`src/rtl/mem_byte_sequencer.sv`:
```
// Byte-serial, big-endian RAM access sequencer: each MFA request becomes 1, 2 or 4 single-byte
// RAM accesses answered by a one-cycle MOC. Defining MEM_ALIGN_CHECK_EN enables the misalignment trap.
module mem_byte_sequencer #(
  parameter int ADDR_W      = 9,
  parameter int WAIT_STATES = 0
) (
  input  logic              Clk,
  input  logic              Clear,
  input  logic              MFA,
  input  logic              RW,
  input  logic [1:0]        DataSize,
  input  logic              SignExt,
  input  logic [31:0]       Address,
  input  logic [31:0]       DataIn,
  output logic [31:0]       DataOut,
  output logic              MOC,
  output logic              Busy,
  output logic              AlignErr,
  output logic [ADDR_W-1:0] ram_addr,
  output logic [7:0]        ram_wdata,
  output logic              ram_we,
  output logic              ram_re,
  input  logic [7:0]        ram_rdata
);

  typedef enum logic [2:0] {
    S_IDLE,
    S_XFER,
    S_SETTLE,
    S_WAIT,
    S_DONE,
    S_HOLD
  } state_t;

  localparam logic [2:0] WS_LOAD = (WAIT_STATES > 0) ? 3'(WAIT_STATES - 1) : 3'd0;

  state_t            state;
  state_t            state_next;
  logic [ADDR_W-1:0] base_addr;
  logic              rw_q;
  logic              sext_q;
  logic              align_q;
  logic              mis_req;
  logic [1:0]        size_q;
  logic [31:0]       wdata_q;
  logic [31:0]       asm_q;
  logic [31:0]       data_q;
  logic [31:0]       load_val;
  logic [2:0]        n_q;
  logic [2:0]        k_q;
  logic [2:0]        n_req;
  logic [2:0]        wait_cnt;
  logic [1:0]        byte_idx;
  logic              unused_addr_hi;

  assign unused_addr_hi = ^Address[31:ADDR_W];

`ifdef MEM_ALIGN_CHECK_EN
  assign mis_req  = ((DataSize == 2'b01) && Address[0]) ||
                    (DataSize[1] && (Address[1:0] != 2'b00));
  assign AlignErr = align_q;
`else
  assign mis_req  = 1'b0;
  assign AlignErr = 1'b0;
`endif

  always_comb begin
    case (DataSize)
      2'b00:   n_req = 3'd1;
      2'b01:   n_req = 3'd2;
      default: n_req = 3'd4;
    endcase
  end

  always_comb begin
    state_next = state;
    case (state)
      S_IDLE: begin
        if (MFA) begin
          state_next = mis_req ? S_DONE : S_XFER;
        end
      end
      S_XFER: begin
        state_next = S_SETTLE;
      end
      S_SETTLE: begin
        if (WAIT_STATES > 0) begin
          state_next = S_WAIT;
        end else if ((k_q + 3'd1) < n_q) begin
          state_next = S_XFER;
        end else begin
          state_next = S_DONE;
        end
      end
      S_WAIT: begin
        // k_q was already advanced on leaving SETTLE
        if (wait_cnt == 3'd0) begin
          state_next = (k_q < n_q) ? S_XFER : S_DONE;
        end
      end
      S_DONE: begin
        state_next = S_HOLD;
      end
      S_HOLD: begin
        if (!MFA) begin
          state_next = S_IDLE;
        end
      end
      default: begin
        state_next = S_IDLE;
      end
    endcase
  end

  always_comb begin
    byte_idx  = 2'(n_q - k_q - 3'd1);
    ram_re    = 1'b0;
    ram_we    = 1'b0;
    ram_addr  = '0;
    ram_wdata = 8'h00;
    if (state == S_XFER) begin
      ram_addr = base_addr + ADDR_W'(k_q);
      if (rw_q) begin
        ram_re = 1'b1;
      end else begin
        ram_we = 1'b1;
        case (byte_idx)
          2'd0:    ram_wdata = wdata_q[7:0];
          2'd1:    ram_wdata = wdata_q[15:8];
          2'd2:    ram_wdata = wdata_q[23:16];
          default: ram_wdata = wdata_q[31:24];
        endcase
      end
    end
  end

  always_comb begin
    case (size_q)
      2'b00:   load_val = {{24{sext_q & asm_q[7]}}, asm_q[7:0]};
      2'b01:   load_val = {{16{sext_q & asm_q[15]}}, asm_q[15:0]};
      default: load_val = asm_q;
    endcase
  end

  assign MOC  = (state == S_DONE);
  assign Busy = (state == S_XFER) || (state == S_SETTLE) || (state == S_WAIT);

  // The load result is presented combinationally in DONE so it coincides with MOC.
  assign DataOut = ((state == S_DONE) && rw_q && !align_q) ? load_val : data_q;

  always_ff @(posedge Clk) begin
    if (Clear) begin
      state     <= S_IDLE;
      base_addr <= '0;
      rw_q      <= 1'b0;
      size_q    <= 2'b00;
      sext_q    <= 1'b0;
      wdata_q   <= 32'h0;
      n_q       <= 3'd0;
      k_q       <= 3'd0;
      wait_cnt  <= 3'd0;
      asm_q     <= 32'h0;
      data_q    <= 32'h0;
      align_q   <= 1'b0;
    end else begin
      state <= state_next;
      case (state)
        S_IDLE: begin
          if (MFA) begin
            base_addr <= Address[ADDR_W-1:0];
            rw_q      <= RW;
            size_q    <= DataSize;
            sext_q    <= SignExt;
            wdata_q   <= DataIn;
            n_q       <= n_req;
            k_q       <= 3'd0;
            asm_q     <= 32'h0;
            align_q   <= mis_req;
          end
        end
        S_SETTLE: begin
          k_q      <= k_q + 3'd1;
          wait_cnt <= WS_LOAD;
          if (rw_q) begin
            asm_q <= {asm_q[23:0], ram_rdata};
          end
        end
        S_WAIT: begin
          if (wait_cnt != 3'd0) begin
            wait_cnt <= wait_cnt - 3'd1;
          end
        end
        S_DONE: begin
          if (rw_q && !align_q) begin
            data_q <= load_val;
          end
        end
        default: begin
        end
      endcase
    end
  end

endmodule

```
`config.mk`:
```
export PLATFORM = sky130hd
export DESIGN_NAME = mem_byte_sequencer
export DESIGN_NICKNAME = d
export VERILOG_FILES = /design/src/rtl/mem_byte_sequencer.sv
export SDC_FILE = /design/constraint.sdc
export NUM_CORES = 1
export LEC_CHECK = 0
export ABC_AREA = 1
export CAP_MARGIN = 15
export CORE_ASPECT_RATIO = 1.25
export CORE_UTILIZATION = 55
export CTS_BUF_LIST = sky130_fd_sc_hd__clkbuf_8
export DETAILED_ROUTE_END_ITERATION = 10
export MAX_ROUTING_LAYER = met4
export PLACE_DENSITY_LB_ADDON = 0.05
export SLEW_MARGIN = 20
export SYNTH_ARGS = -nofsm -noshare
export SYNTH_HDL_FRONTEND = slang
export SYNTH_SLANG_ARGS = --single-unit
```
`constraint.sdc`:
```
create_clock -name Clk -period 6.1 [get_ports Clk]
set_input_delay 1.525 -clock Clk [delete_from_list [all_inputs] [get_ports Clk]]
set_output_delay 1.525 -clock Clk [all_outputs]
set_load 0.01 [all_outputs]
```
==> run metrics, run 1 <==
diodes inserted 0; post-synthesis average cell area approximately 7.0 sq um; fin crit period 4.41 ns; Crit path top cell by count nand2_1; final total power 1.97 mW; Comb power frac 17.6%; total grt overflow 0; sequential power share 43.8%; Crit path buffers/inverters 3; routed wl met2 6850 microns; Die Y 114 microns; GRT Overall Usage 28.2%; post-synthesis adder-cell area fraction 3.09%; Sink Count 121; PwrDens 282 nW/um^2; top layer in use met4; Core Util, Final 72.5%; Synth Area in Simple Gates 27.1%; largest family of logic cells by synthesized area simple AND/OR/NAND/NOR gates; Synth warnings 0; via count 5361; CP Data Arrival Time 2.88 ns; Final Skew 0.0116 ns; initial DRC count approximately 260; Worst Slack Setup Final between 1.5 and 2 ns; Starting Density 57.1%; io pins 133; Cells after Synth 792; slowest stage delay, CP 0.53 ns; root buffer cell clkbuf_8; Lkg Pwr roughly 2.9 nW; clock buffer depth 2; critical-path cell with the highest stage delay clkdlybuf4s50_1; Pint 1.39 mW; antenna viol nets, final 0; DRC Markers 0; Vias/cell 5.28; CTS Hold Buffers Added 0; Synthesized Nets 884; H-tree lvl count 4; Achievable Freq 227 MHz; TritonRoute pass-1 iters 4; worst-path fanout max 12; core area around 9700 sq um; Fin. Hold Viols 0; largest net degree at the start of global routing roughly 70; Max Cap Viol 0; Compound-Gate Fraction of Synth Area 16.9%; Routed WL 13300 microns; Worst Max-Slew Pin Slew 1.00 ns; Layout Nets around 970; CTS Buf Count 17; met1 WL approximately 5400 microns; commonest non-fill, non-tap cell in the layout nand2_1; PortBufs 108; Crit path max-delay family simple AND/OR/NAND/NOR gates; Reg clk slew, reported paths 0.07 ns; number of global-route vias before repair 5094; layout cells sized above 1 roughly 6%; metal3 WL 728 microns; TritonCTS clock tree built; row cnt 40; filler cell count 809; Max VDD drop 0.186 mV; register area share after synthesis a little over two fifths; most frequent cells in the layout nand2_1 (251), a21oi_1 (127), dfxtp_1 (121); Critical Path Source Type flip-flop; number of library cell types mapped by synthesis 26; die area 10400 sq um; drt wl/cell roughly 13 microns; Hold Path Class reg2reg; mux contribution to synthesized area 0%; Setup crit end kind output pin; DP Wirelength between 8000 and 9000 microns; kind of critical path reg2out; first-pass GRT wire length 22700 microns; status finished clean; Clock power frac 38.6%; Seq. cell area 2420 sq um; post-cts gate resize count 0; post-CTS setup buffers 0; max-slew violations 0; flops & latches, synth about 120; Place WS around 2.2 ns; critical path, cell by cell inv_1, ha_1, nand2_1, nand2_1, nor2_1, nand2_1, o211ai_1, nand3_1, inv_1, clkdlybuf4s50_1; Syn-to-layout area delta 26.9%; final period utilization 72.2%; RSZ-0062 raised after global routing false; RD Place Congestion between 0.8 and 0.9; worst skew pair latency about 0.45 ns; die width approximately 90 microns; area of the mapped netlist 5520 sq um; initial antenna violation count 0; Switching Share 29.3%; Slew HR 33.0%; Finish-stage setup viols 0; setup TNS 0 ns; multi-input logic area approximately 2600 sq um; Net Sw Power 0.577 mW; CP required 4.58 ns; XOR/XNOR Fraction of Synth Area 0.318%
[cell families (layout without fill, tap and decap cells)]
group	Yosys count	in the layout
and+or+nand+nor	361	361
buffers and inverters	118	215
AOI/OAI and AO/OA	176	176
xor gates and xnor gates	2	2
DFF	121	121
adders and majority gates	13	13
other	1	1
[worst register-to-register path, stage by stage, from the launching register on]
cell and delay, ns:
dfxtp_1 0.49, nor2_4 0.08, nand3_2 0.33, inv_2 0.37, a21oi_4 0.72, nand2_1 0.15, a21oi_1 0.16
[sequential cells by signal, indices dropped and copies added (netlist names)]
register,cells
wdata_q,32
sext_q,1
base_addr,9
size_q,2
data_q,32
state,3
wait_cnt,3
k_q,3
n_q,3
asm_q,32
rw_q,1
[area by class of cell]
type / instances / share of cell area, %
Multi-Input combinational cell: 553 / 37.4
Clock inverter: 13 / 2.38
Clock buffer: 19 / 3.74
Timing Repair Buffer: 112 / 15.8
Tap cell: 126 / 2.25
Inverter: 71 / 3.81
Sequential cell: 121 / 34.6
[worst paths after layout]
kind / slack (ns) / endpoint / start / cells past startpoint
setup / recovery: 1.69 / ram_wdata[7] / n_q[1] / 10
hold / removal: 0.47 / wdata_q[29] / wdata_q[29] / 2
setup reg to reg: 3.74 / asm_q[25] / state[0] / 6
hold reg to reg: 0.47 / wdata_q[29] / wdata_q[29] / 2
[per-stage QoR]
step / instance area [sq um] / std cells / hold WS (ns)
floorplan: 5520 / 792 / 0.426
global placement: 6570 / 983 / 0.441
detailed placement: 6570 / 983 / 0.453
CTS: 7000 / 1015 / 0.466
global route: 7000 / 1015 / 0.486
finish: 7000 / 1015 / 0.465
[routing by layer]
layer | GRT usage, % | up-vias
met1 | 30.6 | 2422
met5 | - | -
met4 | 12.8 | 0
met2 | 49.2 | 172
met3 | 6.07 | 28
li1 | - | 2739
[Yosys cell counts (all sizes together)]
master / instances / area [sq um]
clkbuf: 24 / 90.1
or2: 9 / 56.3
conb: 1 / 3.75
dfxtp: 121 / 2420
a31oi: 4 / 25.0
nand2: 251 / 942
a211oi: 8 / 60.1
o211ai: 6 / 45.0
buf: 23 / 116
o21ai: 30 / 150
a21oi: 128 / 652
fa: 1 / 20.0
xor2: 2 / 17.5
nand4: 2 / 12.5
nor2: 24 / 105
ha: 12 / 150
nand3: 75 / 380
inv: 71 / 267
[power by group through the flow]
stage / Combinational [mW] / Sequential [mW] / Clock, mW
6_report: 0.347 / 0.864 / 0.761
4_1_cts: 0.346 / 0.863 / 0.770
3_5_place_dp: 0.343 / 0.881 / 0
3_3_place_gp: 0.335 / 0.878 / 0
2_1_floorplan: 0.236 / 0.869 / 0
5_1_grt: 0.388 / 0.868 / 0.813
Power figures use the tool's default switching activity.
==> inputs of run 2 (changes only) <==
--- a/config.mk
+++ b/config.mk
@@ -8,7 +8,7 @@
 export ABC_AREA = 1
 export CAP_MARGIN = 15
 export CORE_ASPECT_RATIO = 1.25
-export CORE_UTILIZATION = 55
+export CORE_UTILIZATION = 46
 export CTS_BUF_LIST = sky130_fd_sc_hd__clkbuf_8
 export DETAILED_ROUTE_END_ITERATION = 10
 export MAX_ROUTING_LAYER = met4
==> constraint.sdc (replaced) <==
create_clock -name Clk -period 3.59 [get_ports Clk]
set_input_delay 0.8975 -clock Clk [delete_from_list [all_inputs] [get_ports Clk]]
set_output_delay 0.8975 -clock Clk [all_outputs]
set_load 0.01 [all_outputs]
==> run 2 against run 1 <==
  * Clock skew is 0.0035 ns lower
  * Die area grew 19%
  * Setup slack worse by 1.5 ns
  * Utilization shrank 11 points
  * Clock power grew 58%
  * Sequential share of layout area is 0.63 points lower
  * Sequential power up 70%
  * Combinational power rose by 77%
  * Non-clock buffer count increased by 8
  * First-iteration DRC count is 18% lower
==> run metrics, run 2 (synthesis gave the netlist of run 1 again) <==
via count 5310; TritonRoute pass-1 iters 5; Syn-to-layout area delta 29.4%; worst-path fanout max 10; antenna viol nets, final 0; Reg-to-Reg End asm_q[9]; largest net degree at the start of global routing 108; Top Registers asm_q (32), data_q (32), wdata_q (32); Hold EP asm_q[26]; final period utilization 94.7%; worst reg2reg startpoint state[0]; io pins 133; RSZ-0062 raised after global routing false; CP Data Arrival Time 2.50 ns; DP Wirelength approximately 9300 microns; CP required around 2.7 ns; Worst Slack Setup Final 0.190 ns; fin crit period 3.40 ns; H-tree lvl count 4; core area 11700 sq um; setup TNS 0 ns; Starting Density a little under half; PwrDens 460 nW/um^2; final total power 3.28 mW; row cnt 44; root buffer cell clkbuf_8; most frequent cells in the layout nand2_1 (247), a21oi_1 (126), dfxtp_1 (120); Sink Count 121; DRC Markers 0; flop2flop setup slack 1.61 ns; min-delay src asm_q[26]; Critical Path Source Type flip-flop; first-pass GRT wire length 22300 microns; diodes inserted 0; die width approximately 100 microns; Hold Path Class reg2reg; Slew HR 45.9%; Max VDD drop about 0.26 mV; Finish-stage setup viols 0; Core Util, Final 61.1%; die area approximately 12000 sq um; initial antenna violation count 0; worst skew pair latency 0.43 ns; GRT Overall Usage 23.2%; Final Skew about 0.008 ns; layout cells sized above 1 ~7.6%; drt wl/cell 12.7 microns; Hold WS 0.463 ns; RD Place Congestion approximately 0.80; status finished clean; Achievable Freq 294 MHz; Setup crit end kind output pin; PortBufs between 100 and 150; Fin. Hold Viols 0; Layout Nets just under 1000; CTS Buf Count 17; total grt overflow 0; clock buffer depth 2; number of global-route vias before repair ~4900; Max Cap Viol 0; TritonCTS clock tree built; Reg clk slew, reported paths around 0.070 ns; Place WS 0.380 ns; Vias/cell 5.02; Lkg Pwr 3.01 nW; Min-Delay Path Depth 2; commonest non-fill, non-tap cell in the layout nand2_1; kind of critical path reg2out; initial DRC count 215; Routed WL 13500 microns; max-slew violations 0; Die Y 124 microns; R2R cell count 6; Worst Max-Slew Pin Slew 0.810 ns
==> run 2: worst max-delay path, stage by stage (launching register included) <==
cell and delay [ns]:
dfxtp_2 0.37, inv_1 0.07, ha_2 0.34, inv_1 0.20
nand3_2 0.18, o211ai_1 0.22, nand3_1 0.11, inv_1 0.07
clkdlybuf4s50_1 0.53
==> run 2: metal layers <==
metal	part of all wire, %	wire length (microns)	global-route usage (%)
met2	53	7140	40.3
met3	4.9	655	5.72
met5	0	0	-
met1	41	5510	25.2
met4	1.4	187	8.56
==> run 2: through the flow <==
step,cell area [sq um],cells
finish,7130,1058
global route,7130,1058
CTS,7090,1057
detailed placement,6680,1025
global placement,6680,1025
floorplan,5520,792
==> run 2: worst max path at each step <==
stage | slack [ns] | start | end
global placement | 0.42 | n_q[1] | ram_wdata[2]
detailed placement | 0.38 | n_q[1] | ram_wdata[6]
floorplan | 1.03 | k_q[0] | ram_addr[6]
CTS | 0.002 | k_q[0] | ram_addr[6]
global route | 0.003 | k_q[0] | ram_wdata[1]
finish | 0.19 | k_q[0] | ram_wdata[6]
==> run 2: report_power, final <==
| part | leakage, nW | internal (mW) | switching [mW] | total [mW] |
|---|---|---|---|---|
| Sequential | 0.984 | 1.41 | 0.0536 | 1.47 |
| Combinational | 1.82 | 0.246 | 0.367 | 0.613 |
| Clock | 0.215 | 0.677 | 0.524 | 1.20 |
| Total | 3.01 | 2.34 | 0.945 | 3.28 |
==> run 2: final cells by class <==
| cell class | count | area, sq um |
|---|---|---|
| Clock buffer | 21 | 289 |
| Fill cell | 1122 | 4540 |
| Timing Repair Buffer | 120 | 1190 |
| Tap cell | 161 | 201 |
| Inverter | 71 | 267 |
| Multi-Input combinational cell | 553 | 2660 |
| Clock inverter | 11 | 104 |
| Sequential cell | 121 | 2420 |
==> run 2: what timing repair did <==
item	CTS	global route
hold buffers	0	0
pin swaps	0	2
buffers inserted	0	1
endpoints found under the setup margin	11	11
resized for setup	4	12
==> inputs of run 3 (changes only) <==
--- a/config.mk
+++ b/config.mk
@@ -12,7 +12,7 @@
 export CTS_BUF_LIST = sky130_fd_sc_hd__clkbuf_8
 export DETAILED_ROUTE_END_ITERATION = 10
 export MAX_ROUTING_LAYER = met4
-export PLACE_DENSITY_LB_ADDON = 0.05
+export PLACE_DENSITY_LB_ADDON = 0.3
 export SLEW_MARGIN = 20
 export SYNTH_ARGS = -nofsm -noshare
 export SYNTH_HDL_FRONTEND = slang
==> run 3 against run 2 <==
  * Sequential share of layout area down 0.32 points
  * Worst hold slack worse by 0.0021 ns
  * Clock power up 13%
  * Largest cell class unchanged
  * Highest routed layer unchanged
==> run metrics, run 3 (synthesis gave the netlist of run 1 again) <==
sequential power share 42.3%; root buffer cell clkbuf_8; Clock power frac 39.5%; R2R cell count 6; Switching Share 27.5%; Lkg Pwr 3.03 nW; io pins 133; final total power approximately 3.5 mW; row cnt 44; Vias/cell 4.98; die width around 100 microns; CTS Hold Buffers Added 0; Setup crit end kind output pin; CP Data Arrival Time 2.50 ns; Finish-stage setup viols 0; GRT Overall Usage 22.8%; TritonCTS clock tree built; min-delay src wait_cnt[0]; Final Skew roughly 0.0051 ns; Reg-to-Reg End asm_q[5]; setup TNS 0 ns; Routed WL about 13000 microns; Reg clk slew, reported paths 0.07 ns; Net Sw Power 0.947 mW; Fin. Hold Viols 0; TritonRoute pass-1 iters 4; CP required 2.69 ns; H-tree lvl count 4; core area 11700 sq um; Comb power frac 18.2%; PortBufs 108; total grt overflow 0; Max Cap Viol 0; RSZ-0062 raised after global routing false; first-pass GRT wire length 22000 microns; RD Place Congestion 0.850; kind of critical path reg2out; DP Wirelength 8800 microns; most frequent cells in the layout nand2_1 (247), a21oi_1 (126), dfxtp_1 (120); PwrDens 479 nW/um^2; commonest non-fill, non-tap cell in the layout nand2_1; worst reg2reg startpoint state[0]; die area 12400 sq um; Starting Density between 40 and 50%; Syn-to-layout area delta 30.6%; worst skew pair latency ~0.43 ns; fin crit period 3.40 ns; largest net degree at the start of global routing 65; Pint 2.50 mW; Layout Nets 980; final period utilization 94.8%; DRC Markers 0; clock buffer depth 2; Critical Path Source Type flip-flop; antenna viol nets, final 0; status finished clean; initial antenna violation count 0; Hold EP wait_cnt[0]; worst-path fanout max 7; number of global-route vias before repair approximately 4900; max-slew violations 0; CTS Buf Count 17; Die Y 124 microns; drt wl/cell 12.5 microns; Max VDD drop between 0.3 and 0.4 mV; final instance area 7200 sq um; Area after DPL 6680 sq um; Top Registers asm_q (32), data_q (32), wdata_q (32); Min-Delay Path Depth 1; via count 5286; diodes inserted 0; flop2flop setup slack 1.70 ns; Achievable Freq roughly 300 MHz; Worst Max-Slew Pin Slew 0.825 ns; initial DRC count 216; Slew HR 44.9%; layout cells sized above 1 8.00%; Sink Count around 120; Hold Path Class reg2reg
## run 3: critical path, cell delays in order, from the launching register on
cell and delay, ns:
dfxtp_2 0.37, inv_1 0.06, ha_1 0.32, inv_1 0.20, nand3_2 0.19, o211ai_1 0.21, nand3_1 0.10, inv_1 0.08
clkdlybuf4s50_1 0.53
## run 3: metal layers
metal / vias to the layer above / wire length (microns) / track usage [%]
met4: 0 / 373 / 10.1
met2: 137 / 6440 / 36.6
met1: 2355 / 5800 / 26.2
met5: - / 0 / -
li1: 2758 / - / -
met3: 36 / 605 / 6.45
## run 3: power by group through the flow
stage / Sequential (mW) / Combinational (mW) / Clock, mW
detailed placement: 1.49 / 0.606 / 0
finish: 1.46 / 0.627 / 1.36
floorplan: 1.48 / 0.400 / 0
global placement: 1.49 / 0.601 / 0
CTS: 1.46 / 0.612 / 1.38
global route: 1.47 / 0.697 / 1.45
## run 3: how the worst max path moves through the flow
stage | from | to | slack, ns
final | k_q[0] | ram_wdata[7] | 0.19
after global routing | n_q[1] | ram_wdata[7] | 0.03
after CTS | k_q[0] | ram_addr[4] | 0.03
after detailed placement | k_q[0] | ram_addr[4] | 0.38
after global placement | n_q[1] | ram_wdata[0] | 0.42
after floorplan | k_q[0] | ram_addr[6] | 1.03
## run 3: repair_timing
| item | 4_1_cts | 5_1_grt |
|---|---|---|
| resized for setup | 4 | 11 |
| setup buffers | 0 | 4 |
| pin swaps | 0 | 3 |
| endpoints found under the setup margin | 9 | 11 |
## run 3: area by class of cell
type,count,area (sq um)
inverter,71,267
sequential,121,2420
clock buffer,22,303
multi-input combinational,553,2660
timing repair buffer,124,1210
tap,161,201
fill,1099,4470
clock inverter,9,144
## run 3: per-stage QoR
stage	utilization [%]	worst slack, ns	instances	hold WS, ns
2_1_floorplan	-	1.03	792	0.426
3_3_place_gp	57.2	0.416	1026	0.442
3_5_place_dp	57.2	0.380	1026	0.450
4_1_cts	61.2	0.0347	1057	0.463
5_1_grt	61.7	0.0337	1061	0.479
6_report	61.7	0.188	1061	0.461
==> patch: new RTL, config.mk and constraints of run 3 <==
Set the parameter `ADDR_W` to 11 (it was 9).
--- a/src/rtl/mem_byte_sequencer.sv
+++ b/src/rtl/mem_byte_sequencer.sv
@@ -3,3 +3,3 @@
 module mem_byte_sequencer #(
-  parameter int ADDR_W      = 9,
+  parameter int ADDR_W      = 11,
   parameter int WAIT_STATES = 0
Interface: changed (resized ram_addr); port bits go from 133 to 135. The function was not compared with the original's and may differ.
==> patch against run 3 <==
- setup slack worse by 0.0042 ns
- sequential cell count is 2 higher
- routed wire length is 1.0% higher
- clock skew is 0.0019 ns higher
- area after synthesis is 2.8% higher
- power is 2.6% lower
- design area is 1.5% higher
- global-route usage is 0.20 points higher
- critical endpoint is now ram_addr[4]
- highest routed layer unchanged
==> patch: results (changes against run 3) <==
- Relative slew slack: 44.9% (about the same)
- Synth Net Count: 905 (+2.4%)
- Worst-path fanout max: 5 (-2)
- Reg2reg start: state[2]
- Worst-case reg-to-reg path depth: 7 (+1)
- Final min period: 3.41 ns (+0.00416 ns)
- Most frequent cells after synthesis: nand2_1, a21oi_1, dfxtp_1
- Port Buffer Count: 112 (+3.7%)
- CP arrival: 2.51 ns (about the same)
- IR drop worst, VDD: 305 µV (-12%)
- Vias in the first global route: 5112 (+4.9%)
- Sequential-to-total area share from yosys stat: 43.4% (-0.48 points)
- Largest registers: asm_q (32), data_q (32), wdata_q (32)
- Vias/cell: 4.96 (-0.51%)
- Post-Place Setup Slack: 0.419 ns (+0.0385 ns)
- First-pass GRT wire length: 22.6 mm (+2.6%)
- Slowest stage delay, CP: 0.57 ns (+0.04 ns)
- CP endpoint: ram_addr[4]
- Fraction of layout cells with a size suffix above 1: 7.58% (-0.42 points)
- P_leak: 3.14 nW (+3.5%)
- Clk pwr share: 37.5% (-2.0 points)
- DRT iter0 DRCs: 162 (-25%)
- Mux share of post-synthesis cell area: 0% (unchanged)
- Final GP Congestion: 0.846 (-0.45%)
- Synth Area in Adders: 3.00% (-0.083 points)
- Internal cell power: 2.36 mW (-5.6%)
- Fin nets: 1002 (+2.2%)
- R2R Setup Slk: 1.56 ns (-0.14 ns)
- Crit Reg-Reg Endpoint: asm_q[11]
- Placed wire-length estimate: 9.10 mm (+3.4%)
- Largest cells by area after synthesis: dfxtp_1, nand2_1, a21oi_1
- Cts repair resizes: 2 (-2)
- Clock Skew: 0.00695 ns (+0.00187 ns)
- Routed len/inst: 12.3 µm (-1.1%)
- Unique masters post-synth: 28 (+7.7%)
- Fillers: 1124 (+2.3%)
- Post-Synth XOR/XNOR Area: 0.155% (-0.16 points)
- Largest net degree at the start of global routing: 51 (-22%)
- Status: finished, final reports clean
patch: cell count changes in the layout (fill, tap and decap cells not counted), moves of 3 or more:
cell / delta
a211oi_2: +6
dlymetal6s2s_1: +4
clkinv_4: +5
nand2_1: +28
or2_2: -7
nor2_4: +3
nor2_1: +3
o211ai_1: -6
clkbuf_8: -5
a211oi_1: -6
nor3_1: +3
patch: stage by stage:
step	hold slack [ns]	instances	cell area, µm²	util (%)	power (mW)
floorplan	0.403	813	5670	-	1.91
global placement	0.412	1052	6850	57.9	2.11
detailed placement	0.418	1052	6850	57.9	2.12
CTS	0.428	1084	7260	61.4	3.37
global route	0.447	1084	7310	61.8	3.54
finish	0.425	1084	7310	61.8	3.36
patch: worst min path at each step:
stage	startpoint	to	slack (ns)	cells past startpoint
floorplan	wait_cnt[0]	wait_cnt[0]	0.40	1
global placement	wait_cnt[0]	wait_cnt[0]	0.41	1
detailed placement	wait_cnt[0]	wait_cnt[0]	0.42	1
CTS	wait_cnt[0]	wait_cnt[0]	0.43	1
global route	wait_cnt[0]	wait_cnt[0]	0.45	1
finish	wait_cnt[0]	wait_cnt[0]	0.42	1
patch: critical path: cells and delay by family (launching register included):
family                     cells  cell delay, ns
and+or+nand+nor                4            0.44
DFF                            1            0.35
adders and majority gates      2            0.63
buffers and inverters          2            0.65
patch: per-layer routing:
metal,part of all wire [%],up-vias,GRT usage (%)
met3,4.9,15,6.60
met5,0,-,-
li1,-,2832,-
met2,51,130,40.2
met1,43,2396,25.1
met4,1.0,0,6.14
patch: final cells by class:
type                       count  area, µm²  area share [%]
timing repair buffer         126       1240            17.0
sequential                   123       2460            33.7
clock inverter                15        176            2.41
clock buffer                  17        234            3.20
tap                          161        201            2.75
multi-input combinational    573       2740            37.4
inverter                      69        259            3.54
